`src/rtl/rain_pkg.sv`:
```
// Shared types and constants for the glyph-rain column sequencer.
// Random respawn speed is enabled by defining RAIN_SCHED_RESPAWN_RANDOM_EN.
package rain_pkg;

  localparam int NCOLS_DEF    = 80;
  localparam int WRAP_ROW_DEF = 47;

  // Fibonacci LFSR x^8+x^6+x^5+x^4+1: feedback is XOR of bits 7,5,4,3
  localparam logic [7:0] LFSR_SEED = 8'hA5;
  localparam logic [7:0] LFSR_TAPS = 8'hB8;

  typedef enum logic [1:0] {IDLE, SWEEP, DONE} state_t;

  typedef struct packed {
    logic [5:0] head;
    logic [1:0] speed;
    logic [1:0] ph;
  } col_t;

  // One frame step of a column: phase accumulator carries into the head row;
  // a carry at the wrap row respawns the column at the top with a new speed.
  function automatic col_t col_step(col_t c, logic [1:0] rsp_speed, logic [5:0] wrap);
    logic [2:0] sum;
    col_t       n;
    sum  = {1'b0, c.ph} + {1'b0, c.speed} + 3'd1;
    n    = c;
    n.ph = sum[1:0];
    if (sum[2]) begin
      if (c.head == wrap) begin
        n.head  = '0;
        n.ph    = '0;
        n.speed = rsp_speed;
      end else begin
        n.head = c.head + 6'd1;
      end
    end
    return n;
  endfunction

endpackage

```
`src/rtl/rain_lfsr8.sv`:
```
// 8-bit Fibonacci LFSR supplying random respawn speeds.
// Only built when RAIN_SCHED_RESPAWN_RANDOM_EN is defined.
`ifdef RAIN_SCHED_RESPAWN_RANDOM_EN
module rain_lfsr8
  import rain_pkg::*;
(
  input  logic       clk,
  input  logic       reset,
  input  logic       en,
  output logic [7:0] q
);

  // Shift left, feedback from the tap mask into bit 0
  always_ff @(posedge clk or posedge reset) begin
    if (reset)   q <= LFSR_SEED;
    else if (en) q <= {q[6:0], ^(q & LFSR_TAPS)};
  end

endmodule
`endif

```
`src/rtl/rain_column_sched.sv`:
```
// Per-column head/speed/phase sequencer for the glyph-rain display.
// All columns advance once per frame in a sweep started by frame_start;
// a registered lookup serves the pixel datapath every cycle.
// Define RAIN_SCHED_RESPAWN_RANDOM_EN for LFSR-driven respawn speeds,
// otherwise a respawning column takes speed (old + 1) mod 4.
module rain_column_sched
  import rain_pkg::*;
#(
  parameter int NCOLS    = NCOLS_DEF,
  parameter int WRAP_ROW = WRAP_ROW_DEF
) (
  input  logic       clk,
  input  logic       reset,
  input  logic       frame_start,
  input  logic       freeze,
  input  logic [6:0] col_idx,
  output logic [5:0] head_row,
  output logic [1:0] col_speed,
  output logic       busy,
  output logic       update_done,
  output logic       overrun
);

  localparam int IW = $clog2(NCOLS);

  state_t        state;
  logic [IW-1:0] idx;
  col_t          col_q [NCOLS];
  logic [1:0]    rnd_speed;

`ifdef RAIN_SCHED_RESPAWN_RANDOM_EN
  logic [7:0] lfsr_q;
  logic       unused_lfsr;

  rain_lfsr8 u_lfsr (
    .clk   (clk),
    .reset (reset),
    .en    (state == SWEEP),
    .q     (lfsr_q)
  );

  assign rnd_speed   = lfsr_q[1:0];
  assign unused_lfsr = ^lfsr_q[7:2];
`else
  assign rnd_speed = 2'b00;
`endif

  // Sweep sequencer: IDLE -> SWEEP (one column per cycle) -> DONE -> IDLE
  always_ff @(posedge clk or posedge reset) begin
    if (reset) begin
      state       <= IDLE;
      idx         <= '0;
      busy        <= 1'b0;
      update_done <= 1'b0;
      overrun     <= 1'b0;
    end else begin
      update_done <= 1'b0;
      case (state)
        IDLE: if (frame_start && !freeze) begin
          state <= SWEEP;
          idx   <= '0;
          busy  <= 1'b1;
        end
        SWEEP: begin
          idx <= idx + 1'b1;
          if (idx == IW'(NCOLS - 1)) begin
            state       <= DONE;
            busy        <= 1'b0;
            update_done <= 1'b1;
          end
        end
        DONE:    state <= IDLE;
        default: state <= IDLE;
      endcase
      // A frame pulse landing on a running sweep is dropped but remembered
      if (frame_start && state != IDLE) overrun <= 1'b1;
    end
  end

  // Per-column state, written only in the sweep cycle that selects it
  for (genvar i = 0; i < NCOLS; i++) begin : g_col
    col_t       c_q;
    logic [1:0] rsp;

`ifdef RAIN_SCHED_RESPAWN_RANDOM_EN
    assign rsp = rnd_speed;
`else
    assign rsp = c_q.speed + 2'd1;
`endif

    // Reset speed staggers columns by index so the rain starts uneven
    always_ff @(posedge clk or posedge reset) begin
      if (reset)
        c_q <= '{head: 6'd0, speed: 2'(i), ph: 2'd0};
      else if (state == SWEEP && idx == IW'(i))
        c_q <= col_step(c_q, rsp, 6'(WRAP_ROW));
    end

    assign col_q[i] = c_q;
  end

`ifndef RAIN_SCHED_RESPAWN_RANDOM_EN
  logic unused_rnd;
  assign unused_rnd = ^rnd_speed;
`endif

  // Registered lookup; reads see pre-update state, out-of-range reads 0
  always_ff @(posedge clk or posedge reset) begin
    if (reset) begin
      head_row  <= '0;
      col_speed <= '0;
    end else if (int'(col_idx) < NCOLS) begin
      head_row  <= col_q[col_idx].head;
      col_speed <= col_q[col_idx].speed;
    end else begin
      head_row  <= '0;
      col_speed <= '0;
    end
  end

endmodule

```
`config.mk`:
```
export PLATFORM = sky130hd
export DESIGN_NAME = rain_column_sched
export DESIGN_NICKNAME = d
export VERILOG_FILES = /design/src/rtl/rain_pkg.sv /design/src/rtl/rain_lfsr8.sv /design/src/rtl/rain_column_sched.sv
export SDC_FILE = /design/constraint.sdc
export NUM_CORES = 2
export LEC_CHECK = 0
export ABC_AREA = 1
export CORE_ASPECT_RATIO = 0.9
export CORE_MARGIN = 3
export CORE_UTILIZATION = 40
export DETAILED_ROUTE_END_ITERATION = 10
export SLEW_MARGIN = 20
export SYNTH_ARGS = -nofsm -noshare
export SYNTH_HDL_FRONTEND = slang
export SYNTH_HIERARCHICAL = 1
export SYNTH_SLANG_ARGS = --single-unit
```
`constraint.sdc`:
```
create_clock -name clk -period 33.7 [get_ports clk]
set_clock_uncertainty 0.1 [all_clocks]
set_input_delay 5.055 -clock clk [delete_from_list [all_inputs] [get_ports clk]]
set_output_delay 5.055 -clock clk [all_outputs]
set_load 0.05 [all_outputs]
```
; ---- After elaboration in Yosys (flattened, before gate mapping)
; Cells that the tools add are included.
[op_classes]
n_reduce_logical = 250
eq_ne = 162
n_mux = 255
n_addsub = 321
order_cmp = 2
n_bitwise = 1
[op_table]
columns = operator, n
row1 = $mux W6, 81
row2 = $add A6 B1 Y6 const B, 80
row3 = $eq A6 B6 Y1 const B, 80
row4 = $mux W2, 163
row5 = $reduce_and A3 Y1, 81
row6 = $add A2 B2 Y3, 80
row7 = $add A3 B1 Y3 const B, 80
row8 = $eq A7 B6 Y1 const B, 32
row9 = $reduce_and A2 Y1, 82
row10 = $add A2 B1 Y2 const B, 80
row11 = $eq A7 B5 Y1 const B, 16
row12 = $eq A7 B7 Y1 const B, 16
row13 = $logic_and A1 B1 Y1, 82
row14 = $bmux W10 S7, 1
row15 = $eq A7 B4 Y1 const B, 8
row16 = $eq A7 B3 Y1 const B, 4
row17 = $mux W10, 2
row18 = $eq A7 B2 Y1 const B, 2
row19 = $pmux W7 S2, 1
row20 = $ge A8 B8 Y1 const B, 1
row21 = $not A7 Y8, 1
row22 = $add A7 B1 Y7 const B, 1
row23 = $eq A7 B1 Y1 const B, 1
row24 = $logic_not A7 Y1, 1
row25 = other kinds (11), 15
[totals]
wordCells = 1238
ff_bits = 820

; ---- Logic depth before layout (Yosys ltp)
[depth]
word_depth = 5
depth_mapped = 15
mapped_depth_nobuf = 13

; ---- Least setup slack after synthesis
; No wires, ideal clock.
[synth_path]
path_type = input to register
start = input port col_idx[0]
end = register col_speed[0]
t_arrival_ns = 6.487
required_time_ns = 33.482
cell_stages = 12
slack_ns = 26.996
cell_sequence = clkbuf_1 -> inv_1 -> clkbuf_1 -> buf_2 -> buf_1 -> a21oi_1 -> o21ai_0 -> nand3_1 -> nand3_1 -> nand2_1 -> nand2_1 -> nand2_1
[synth_between]
elab_chain_len = 5
word_cells_on_any_way = 6
cone_classes = 1 x order compare / 4 x mux / 1 x bitwise
[synth_rtl]
columns = element, line
row1 = "start, declared", rain_column_sched.sv:16  ; input logic [6:0] col_idx,
row2 = $not A7 Y8 (not written as such), rain_column_sched.sv:114  ; col_speed <= col_q[col_idx].speed;
row3 = $bmux W10 S7, rain_column_sched.sv:114
row4 = $mux W10 (not written as such) (2 in series), rain_column_sched.sv:114
row5 = $mux W2 *, rain_column_sched.sv:112  ; end else if (int'(col_idx) < NCOLS) begin
row6 = "end signal, assigned", rain_column_sched.sv:114
row7 = "end, declared", rain_column_sched.sv:18  ; output logic [1:0] col_speed,
; Every way passes the cells marked *; elsewhere a longest branch is shown, timed or not. The select of a mux whose other input is x is not followed.
; A chain may end at the register's enable or synchronous reset.

==> impl_metrics.csv <==
group,metric,value,unit
finish,stdcell_count,7833,
synth,syn_area,47900,um2
synth,synth_nets,6444,
routing,viasPerCell,5.06,
synth,yosysTopAreaCell,"dfrtp_1",
synth,synth_flop_cell,"dfrtp_1",
clock_network,cts-root-buf,"clkbuf_16",
place,dp_hpwl,87.5,mm
worst_setup_path,crit_family,"buffers and inverters",
synth,netlist_top_cells_area,"dfrtp_1 (39%), nand2_1 (9.6%), inv_1 (8.0%)",
clock_network,clk_pin_slew,0.06,ns
job,drv_cap,0,
routing,drc,0,
timing,max_slew.worst_pin.slew,1.12,ns
timing,fin_setup_tns,0,ns
clock_network,cts_buffers,91,
timing,finalCritPeriodShare,0.235,
clock_network,cts_resized,0,
synth,synth_edf_count,0,
die,dieArea,124000,um2
place,place.gp.congestion,0.843,
power,peakVddDrop,32.8,uV
worst_setup_path,path_common_cell,"buf_4",
power,comb_power_share,0.048,
power,clock_power_share,0.486,
synth,synth-seq-area-share,0.430,
timing,fin_crit,7.93,ns
routing,wl,124,mm
synth,synth_compound_area_frac,0.0999,
synth,ys_async_sr_fraction,1.00,
finish,register_area,20600,um2
power,seqPwrFrac,0.467,
synth,synth-simple-area-share,0.268,
power,intPower,1610,uW
synth,synth_area_per_cell,7.74,um2
status,status,"finished, final reports clean",
finish,multi_input_area,22900,um2
worst_setup_path,slowest_delay,0.80,ns
place,pre_cts_ws,24.90,ns
worst_setup_path,cp-end-kind,"async pin",
clock_network,clock_sinks,820,
place,dpl_cell_area,49700,um2
grt,grt-ovfl-total,0,
synth,synthAdderAreaFrac,0.0762,
finish,final_nets,6437,
power,p_switching,503,uW
finish,syn2layout_area_growth,10.2,%
place,dp_cells,7662,
timing,finalHoldViolations,0,
die,boundaryPins,22,
finish,drive_gt1_frac,0.0591,
worst_hold_path,hold_path.class,"flip-flop to flip-flop",
die,core,118000,um2
synth,synth-warning-count,6,
timing,rsz0062_at_grt,"no",
routing,vias,39664,
grt,antenna_found_initial,4,
timing,layout_setup_ws,25.77,ns
routing,drt_iter0_markers,3117,
finish,post-route-cell-area,52800,um2
power,powerDensity,40.1,nW/um2
clock_network,cts_setup_buffers,0,
worst_setup_path,arrival,8.51,ns
grt,grt_pass1_vias,37757,
synth,synth_top_area_frac,0.386,
die,die_h,334,um
power,swShare,0.238,
clock_network,htreeDepth,3,
clock_network,cts_buffer_depth,3,
timing,fmax,0.126,GHz
synth,synthCells,6189,
synth,yosysUniqueCellTypes,46,
power,leakagePower,0.0244,uW
synth,synth_top_family_by_area,"simple AND/OR/NAND/NOR gates",
worst_setup_path,worstSetupPathType,"primary input to async pin",
worst_setup_path,path_buf_inv,5,
grt,track_usage,0.201,
timing,maxSlewHeadroom,0.256,
finish,nFillCells,11729,
routing,ant_nets,0,
timing,setup_violations,0,
clock_network,cts_tree,"done",
synth,ys_ff_latch,820,
clock_network,clock_latency,0.68,ns
routing,dr.pass1.iters,6,
worst_setup_path,crit_required,34.29,ns
worst_setup_path,start_kind,"primary input",
synth,synth-xor-area-share,0.0329,
worst_setup_path,path_cells,"clkdlybuf4s50_1 -> inv_8 -> buf_12 -> buf_4 -> buf_4",
clock_network,hold_buffers,0,
die,die_w,371,um
routing,wl_per_cell,15.8,um
timing,maxSlewViolCount,0,
die,initial_utilization,0.406,
synth,synthMuxAreaShare,0.000209,
place,portBuffers,21,
die,placementRows,119,
grt,grt_max_degree,215,
worst_setup_path,cp_slowest_cell,"buf_4",
worst_setup_path,crit_fanout,151,
grt,grt_pass1_wl,201,mm
## power by group through the flow
stage,combinational [uW],sequential (uW),clock (uW)
CTS,102,988,1060
global placement,102,1010,0
detailed placement,102,1010,0
finish,101,988,1030
global route,112,987,1100
floorplan,62.7,1010,0
## layer usage
metal / GRT usage / part of all wire / vias up
met2: 0.302 / 0.43 / 778
li1: - / - / 19940
met1: 0.290 / 0.49 / 18763
met4: 0.0624 / 0.032 / 2
met5: 0 / 0.00010 / -
met3: 0.0417 / 0.057 / 181
## final cells by class
cell class                      instances  area share
Antenna cell                            1   0.0000474
Multi-Input combinational cell       4200       0.433
Inverter                             1027      0.0735
Sequential cell                       820       0.391
Timing Repair Buffer                   42     0.00718
Tap cell                             1573      0.0373
Clock buffer                          142      0.0511
Clock inverter                         28     0.00683
## path summary, 6_finish.rpt
path	startpoint	endpoint	slack (ns)	cells past startpoint
worst min-delay path	col_q[783]	col_q[783]	0.36	1
worst max-delay path	reset	col_q[66]	25.77	5
max in group clk	col_idx[0]	head_row[0]	25.81	14
worst max register to register	state[0]	col_q[629]	30.25	9
min in group asynchronous	reset	col_q[461]	4.78	2
worst min register to register	col_q[783]	col_q[783]	0.36	1
## metrics by stage
step,hold slack [ns],total power [uW],utilization
6_report,0.364,2120,0.448
5_1_grt,0.376,2200,0.448
4_1_cts,0.365,2150,0.448
3_5_place_dp,0.351,1110,0.422
3_3_place_gp,0.351,1110,0.422
2_1_floorplan,0.333,1070,-
## cell usage after synthesis (all sizes together) (5+ instances only)
cell,instances
nand4,31
nor4,7
dfstp,80
nor2,614
nor3,203
o21ai,420
nand2,1226
dfrtp,740
o22ai,6
a31oi,23
xor2,161
inv,1024
fa,80
clkbuf,88
xnor2,19
and3,20
a211oi,50
ha,164
nand3b,5
o31ai,33
o21a,29
or2,10
nor3b,41
a21oi,317
buf,54
nand3,730
## cell families (layout without fill, tap and decap cells)
group | Yosys count | after routing
flops | 820 | 820
simple gates | 2888 | 2888
buf+inv | 1169 | 1239
xor+xnor | 180 | 180
compound gates | 887 | 887
fa+ha+maj | 244 | 244
mux | 1 | 1
other cells | 0 | 1
## registers in the layout, indices dropped and copies added (netlist names)
signal,count
col_q,800
idx,7
head_row,6
col_speed,2
state,2
busy,1
overrun,1
update_done,1
## cell usage in the layout, fill, tap and decap left out, types with 53 or more instances in the layout
master	instances
nand2_1	1222
inv_1	1013
dfrtp_1	740
nand3_1	718
nor2_1	548
o21ai_0	420
a21oi_1	317
nor3_1	186
ha_1	164
xor2_1	161
clkbuf_16	92
fa_1	80
dfstp_2	80
nor2_2	53
Note: power is estimated with default switching activity, not from simulation.
